===== config.mk =====
export PLATFORM = sky130hd
export DESIGN_NAME = pe_sample_sequencer
export DESIGN_NICKNAME = d
export VERILOG_FILES = /design/src/rtl/pe_seq_pkg.sv /design/src/rtl/sample_tick_gen.sv /design/src/rtl/pe_sample_sequencer.sv
export SDC_FILE = /design/constraint.sdc
export NUM_CORES = 1
export LEC_CHECK = 0
export CORE_MARGIN = 2
export CORE_UTILIZATION = 48
export CTS_CLUSTER_SIZE = 10
export DETAILED_ROUTE_END_ITERATION = 8
export GPL_ROUTABILITY_DRIVEN = 0
export GPL_TIMING_DRIVEN = 0
export PLACE_DENSITY = 0.86
export SETUP_SLACK_MARGIN = 0.02
export SLEW_MARGIN = 10
export SYNTH_ARGS = -nofsm -noshare
export SYNTH_HDL_FRONTEND = slang
export SYNTH_SLANG_ARGS = --single-unit

===== constraint.sdc =====
create_clock -name clk30x -period 2.79 [get_ports clk30x]
set_clock_uncertainty 0.05 [all_clocks]
set_input_delay 0.837 -clock clk30x [delete_from_list [all_inputs] [get_ports clk30x]]
set_output_delay 0.837 -clock clk30x [all_outputs]
set_load 0.05 [all_outputs]

===== src/rtl/pe_seq_pkg.sv =====
// Shared state encoding, default geometry and capture width for the PE sample sequencer.
package pe_seq_pkg;

  localparam int DEF_N  = 8;
  localparam int DEF_DW = 16;
  localparam int Y_W    = 32;

  typedef enum logic {
    ST_IDLE = 1'b0,
    ST_RUN  = 1'b1
  } seq_state_t;

endpackage


===== src/rtl/sample_tick_gen.sv =====
// Sample-period divider: counts 0..DIV-1 while en is high and flags the last count
// combinationally. Dropping en clears the count, so every run starts from zero.
module sample_tick_gen #(
  parameter int DIV = 30
) (
  input  logic clk30x,
  input  logic rst,
  input  logic en,
  output logic tick
);

  localparam int CW = (DIV > 1) ? $clog2(DIV) : 1;

  logic [CW-1:0] cnt_q, cnt_d;

  assign tick = en && (cnt_q == CW'(DIV - 1));

  always_comb begin
    cnt_d = cnt_q;
    if (!en || tick) begin
      cnt_d = '0;
    end else begin
      cnt_d = cnt_q + 1'b1;
    end
  end

  always_ff @(posedge clk30x) begin
    if (rst) begin
      cnt_q <= '0;
    end else begin
      cnt_q <= cnt_d;
    end
  end

endmodule


===== src/rtl/pe_sample_sequencer.sv =====
// Plays the sample memory PASSES times into a PE, one sample per DIV-cycle tick, capturing
// the PE output on each tick; all outputs are registered on the tick edge, no backpressure.
module pe_sample_sequencer
  import pe_seq_pkg::*;
#(
  parameter int N      = DEF_N,
  parameter int DW     = DEF_DW,
  parameter int DIV    = 30,
  parameter int PASSES = 3,
  localparam int AW    = (N > 1) ? $clog2(N) : 1
) (
  input  logic           clk30x,
  input  logic           rst,
  input  logic           start,
  input  logic           ld_en,
  input  logic [AW-1:0]  ld_addr,
  input  logic [DW-1:0]  ld_data,
  output logic [DW-1:0]  xin,
  output logic           pe_rst,
  input  logic [DW-1:0]  yout,
  output logic [Y_W-1:0] y32,
  output logic           y_valid,
  output logic [AW-1:0]  sample_idx,
  output logic           busy,
  output logic           done
);

  localparam int PW = $clog2(PASSES + 1);

  seq_state_t state_q, state_d;

  logic [DW-1:0]  mem_q [N];
  logic [AW-1:0]  idx_q, idx_d;
  logic [PW-1:0]  pass_q, pass_d;
  logic [DW-1:0]  xin_q, xin_d;
  logic [Y_W-1:0] y32_q, y32_d;
  logic [AW-1:0]  sidx_q, sidx_d;
  logic           pe_rst_q, pe_rst_d;
  logic           yv_q, yv_d;
  logic           done_q, done_d;

  logic tick;
  logic last_tick;
  logic wr_ok;

  sample_tick_gen #(
    .DIV (DIV)
  ) u_tick (
    .clk30x (clk30x),
    .rst    (rst),
    .en     (state_q == ST_RUN),
    .tick   (tick)
  );

  // Once every pass has played, the next tick is the closing one.
  assign last_tick = (pass_q == PW'(PASSES));

  assign wr_ok = (state_q == ST_IDLE) && ld_en && ({1'b0, ld_addr} < (AW + 1)'(N));

  always_ff @(posedge clk30x) begin
    if (wr_ok) begin
      mem_q[ld_addr] <= ld_data;
    end
  end

  always_ff @(posedge clk30x) begin
    if (rst) begin
      state_q <= ST_IDLE;
    end else begin
      state_q <= state_d;
    end
  end

  always_comb begin
    state_d = state_q;
    unique case (state_q)
      ST_IDLE: if (start) state_d = ST_RUN;
      ST_RUN:  if (tick && last_tick) state_d = ST_IDLE;
      default: state_d = ST_IDLE;
    endcase
  end

  always_comb begin
    idx_d    = idx_q;
    pass_d   = pass_q;
    xin_d    = xin_q;
    y32_d    = y32_q;
    sidx_d   = sidx_q;
    pe_rst_d = pe_rst_q;
    yv_d     = 1'b0;
    done_d   = 1'b0;
    if (state_q == ST_IDLE) begin
      if (start) begin
        idx_d  = '0;
        pass_d = '0;
      end
    end else if (tick) begin
      if (last_tick) begin
        pe_rst_d = 1'b1;
        xin_d    = '0;
        done_d   = 1'b1;
      end else begin
        y32_d    = Y_W'($signed(yout));
        yv_d     = 1'b1;
        xin_d    = mem_q[idx_q];
        sidx_d   = idx_q;
        pe_rst_d = 1'b0;
        if (idx_q == AW'(N - 1)) begin
          idx_d  = '0;
          pass_d = pass_q + 1'b1;
        end else begin
          idx_d  = idx_q + 1'b1;
        end
      end
    end
  end

  always_ff @(posedge clk30x) begin
    if (rst) begin
      idx_q    <= '0;
      pass_q   <= '0;
      xin_q    <= '0;
      y32_q    <= '0;
      sidx_q   <= '0;
      pe_rst_q <= 1'b1;
      yv_q     <= 1'b0;
      done_q   <= 1'b0;
    end else begin
      idx_q    <= idx_d;
      pass_q   <= pass_d;
      xin_q    <= xin_d;
      y32_q    <= y32_d;
      sidx_q   <= sidx_d;
      pe_rst_q <= pe_rst_d;
      yv_q     <= yv_d;
      done_q   <= done_d;
    end
  end

  assign xin        = xin_q;
  assign pe_rst     = pe_rst_q;
  assign y32        = y32_q;
  assign y_valid    = yv_q;
  assign sample_idx = sidx_q;
  assign busy       = (state_q == ST_RUN);
  assign done       = done_q;

endmodule


==> impl_metrics.sql <==
INSERT INTO impl_metrics (metric_group, metric, value, unit) VALUES
('synthesis', 'dominantRegCellSynth', 'edfxtp_1', ''),
('route', 'detail_route.drc_violations', '0', ''),
('sta', 'final_period_minus_worst_setup_slack', '2.68', 'ns'),
('grt', 'maximum_number_of_pins_on_one_net_before_global_route_repair', '19', ''),
('synthesis', 'avgSynthCellArea', '17.4', 'um2'),
('sta', 'timing.max_slew.rel_slack', '25.6', '%'),
('route', 'dr.pass1.iters', '5', ''),
('clock_network', 'clk_latency', '0.43', 'ns'),
('clock_network', 'ctsLongestPathBuffers', '2', ''),
('setup_path', 'worst_setup_path_end_kind', 'output pin', ''),
('route', 'number_of_drc_markers_in_iteration_0', '387', ''),
('run', 'max_cap_violations', '0', ''),
('route', 'num_vias', '4382', ''),
('setup_path', 'worst-path-max-fanout', '18', ''),
('final_layout', 'multi_input_area', '0.00201', 'mm2'),
('final_layout', 'final_layout_size_suffix_gt1_share', '17.6', '%'),
('clock_network', 'cts-root-buf', 'clkbuf_16', ''),
('synthesis', 'netlist-cell-type-count', '36', ''),
('synthesis', 'ys_seq_area_share', '68.6', '%'),
('grt', 'grt_pass1_vias', '4460', ''),
('power', 'total_leakage_power', '0.00303', 'uW'),
('clock_network', 'tritoncts_sink_count', '180', ''),
('synthesis', 'synth_edf_count', '128', ''),
('placement', 'dp_cells', '695', ''),
('setup_path', 'start_kind', 'flop', ''),
('sta', 'rsz0062_at_grt', 'true', ''),
('route', 'routed_wl', '16.5', 'mm'),
('die', 'fp.dieW', '126', 'um'),
('die', 'number_of_core_rows', '44', ''),
('route', 'routed_wire_length_per_instance', '22.7', 'um'),
('final_layout', 'synthToLayoutAreaGrowth', '26.5', '%'),
('die', 'core', '0.0145', 'mm2'),
('die', 'die_area', '0.0158', 'mm2'),
('synthesis', 'synthesis.instances', '410', ''),
('setup_path', 'req_time_crit_path', '1.90', 'ns'),
('final_layout', 'layout_common_cells', 'edfxtp_1 (128), clkdlybuf4s50_1 (77), dfxtp_1 (51)', ''),
('setup_path', 'cp_top_family', 'buffers and inverters', ''),
('status', 'run_status', 'completed', ''),
('grt', 'final_global_route_overflow_total', '0', ''),
('route', 'postRouteAntennaNets', '0', ''),
('sta', 'finalHoldViolations', '0', ''),
('grt', 'grtUsageTotal', '21.4', '%'),
('final_layout', 'layout_commonest_cell', 'edfxtp_1', ''),
('final_layout', 'regArea', '0.00489', 'mm2'),
('synthesis', 'synth_warnings', '0', ''),
('clock_network', 'ctsHoldBuffers', '0', ''),
('placement', 'detailedPlacementHpwl', '10.9', 'mm'),
('placement', 'placed_cell_area', '0.00845', 'mm2'),
('setup_path', 'cp_cell_sequence', 'clkdlybuf4s50_1', ''),
('setup_path', 'critical_path.n_buffers_inverters', '1', ''),
('clock_network', 'clkSlewWorstSetupHoldPaths', '0.07', 'ns'),
('final_layout', 'fillcell_total', '999', ''),
('final_layout', 'postLayoutCellArea', '0.00901', 'mm2'),
('setup_path', 'critical_path_class', 'flop to output pin', ''),
('setup_path', 'cpMaxStageDelayCell', 'clkdlybuf4s50_1', ''),
('synthesis', 'synth.cell_area', '0.00712', 'mm2'),
('die', 'start_util', '49.0', '%'),
('setup_path', 'critical_path_arrival', '1.79', 'ns'),
('clock_network', 'cts-buffers-inserted', '17', ''),
('min_path', 'worstHoldPathType', 'flop to flop', ''),
('final_layout', 'layout.nets', '575', ''),
('power', 'irDropWorstVdd', '0.654', 'mV'),
('die', 'io_pins', '94', ''),
('final_layout', 'finish.cell_count_without_fillers', '729', ''),
('synthesis', 'yosys_register_bits', '180', ''),
('route', 'detail_route.vias_per_cell', '6.01', ''),
('placement', 'total_of_buffers_placed_on_input_and_output_ports', '93', ''),
('synthesis', 'mappedNetlistNets', '454', ''),
('die', 'die_height', '126', 'um'),
('placement', 'place_ws', '-0.191', 'ns'),
('clock_network', 'clock_tree_from_tritoncts', 'done', ''),
('sta', 'finalWorstSetupSlack', '0.113', 'ns'),
('grt', 'grt_pass1_wl', '25.1', 'mm'),
('sta', 'finalSetupViolations', '0', ''),
('sta', 'fin_crit_sh', '95.9', '%'),
('sta', 'achievable-frequency', '374', 'MHz'),
('sta', 'whs', '0.417', 'ns'),
('power', 'power_density', '597', 'mW/mm2'),
('grt', 'grt_antenna_before_repair', '1', ''),
('clock_network', 'cts_max_level', '4', ''),
('sta', 'slew_at_the_pin_closest_to_its_max_slew_limit', '1.11', 'ns'),
('synthesis', 'synth_async_sr_flop_share', '0', '%'),
('sta', 'finalMaxSlewViolations', '0', ''),
('final_layout', 'fin_util', '62.0', '%'),
('setup_path', 'slowest_delay', '0.86', 'ns');
-- kinds of logic after synthesis --
family / Yosys count / synth area share [%]
DFF: 180 / 68.6
AOI/OAI and AO/OA: 71 / 6.82
and+or+nand+nor: 54 / 5.22
buffers and inverters: 49 / 4.04
muxes: 48 / 14.1
adders and majority gates: 5 / 0.879
xor gates and xnor gates: 3 / 0.369
-- per-stage QoR --
step | setup TNS [ns] | power [uW]
2_1_floorplan | 0 | 3020
3_3_place_gp | -104.10 | 3110
3_5_place_dp | -10.05 | 3140
4_1_cts | 0 | 5390
5_1_grt | -0.579 | 5500
6_report | 0 | 5380
-- state kept, by name, summed over array words and instances (netlist names), named ones only --
| name | flops |
|---|---|
| mem_q | 128 |
| xin | 16 |
| y32 | 16 |
| u_tick.cnt_q | 5 |
| idx_q | 3 |
| sample_idx | 3 |
| pass_q | 2 |
| busy | 1 |
| done | 1 |
| pe_rst | 1 |
| y_valid | 1 |
-- final timing paths --
check / from / endpoint / slack, ns / cells after the start
setup / recovery: y32[15] / y32[15] / 0.11 / 1
setup reg to reg: busy / mem_q[7][11] / 0.12 / 6
hold / removal: u_tick.cnt_q[0] / u_tick.cnt_q[0] / 0.42 / 1
hold reg to reg: u_tick.cnt_q[0] / u_tick.cnt_q[0] / 0.42 / 1
-- cell type report --
class,instances,area share (%)
antenna,1,0.0278
buffer,46,3.07
clock buffer,18,4.76
clock inverter,14,1.49
inverter,3,0.125
multi-input combinational,181,22.3
sequential,180,54.2
tap,184,2.56
timing repair buffer,102,11.4
-- cell usage after synthesis, types with 2 or more instances --
master | count | area, um2
nand4b_1 | 22 | 193
a21oi_1 | 28 | 140
nand2_1 | 3 | 11.3
buf_2 | 2 | 10.0
o311ai_0 | 5 | 43.8
dfxtp_1 | 52 | 1040
buf_4 | 17 | 128
edfxtp_1 | 128 | 3840
buf_6 | 2 | 22.5
or4_1 | 2 | 15.0
a22o_1 | 16 | 140
ha_1 | 5 | 62.6
nor2_1 | 10 | 37.5
inv_1 | 3 | 11.3
nor3_1 | 4 | 20.0
nand2b_1 | 2 | 12.5
o31ai_1 | 19 | 143
buf_1 | 4 | 15.0
nand3_1 | 4 | 20.0
buf_8 | 2 | 30.0
xor2_1 | 2 | 17.5
mux2_2 | 16 | 180
mux4_1 | 27 | 709
clkbuf_1 | 19 | 71.3
mux4_2 | 5 | 113
-- timing repair --
action | in CTS | in global routing
setup endpoints to repair | 17 | 37
pin swaps | 0 | 1
setup buffers | 0 | 1
gates resized for setup | 17 | 1
-- where the power goes --
| part | leakage [uW] | total, uW | internal, uW | switching [uW] |
|---|---|---|---|---|
| clock | 0.000275 | 2290 | 1190 | 1110 |
| sequential | 0.00158 | 2900 | 2890 | 9.91 |
| combinational | 0.00117 | 184 | 74.9 | 109 |
| total | 0.00303 | 5380 | 4150 | 1230 |
-- layer usage --
layer  global-route usage, %  wire [um]  share of wire, %  up-vias
li1                        -          -                 -     1916
met1                    25.4       6290                38     2219
met2                    37.4       8710                53      209
met3                    4.63        992               6.0       38
met4                    9.83        551               3.3        0
met5                       0          0                 0        -
Note: power is estimated with default switching activity, not from simulation.
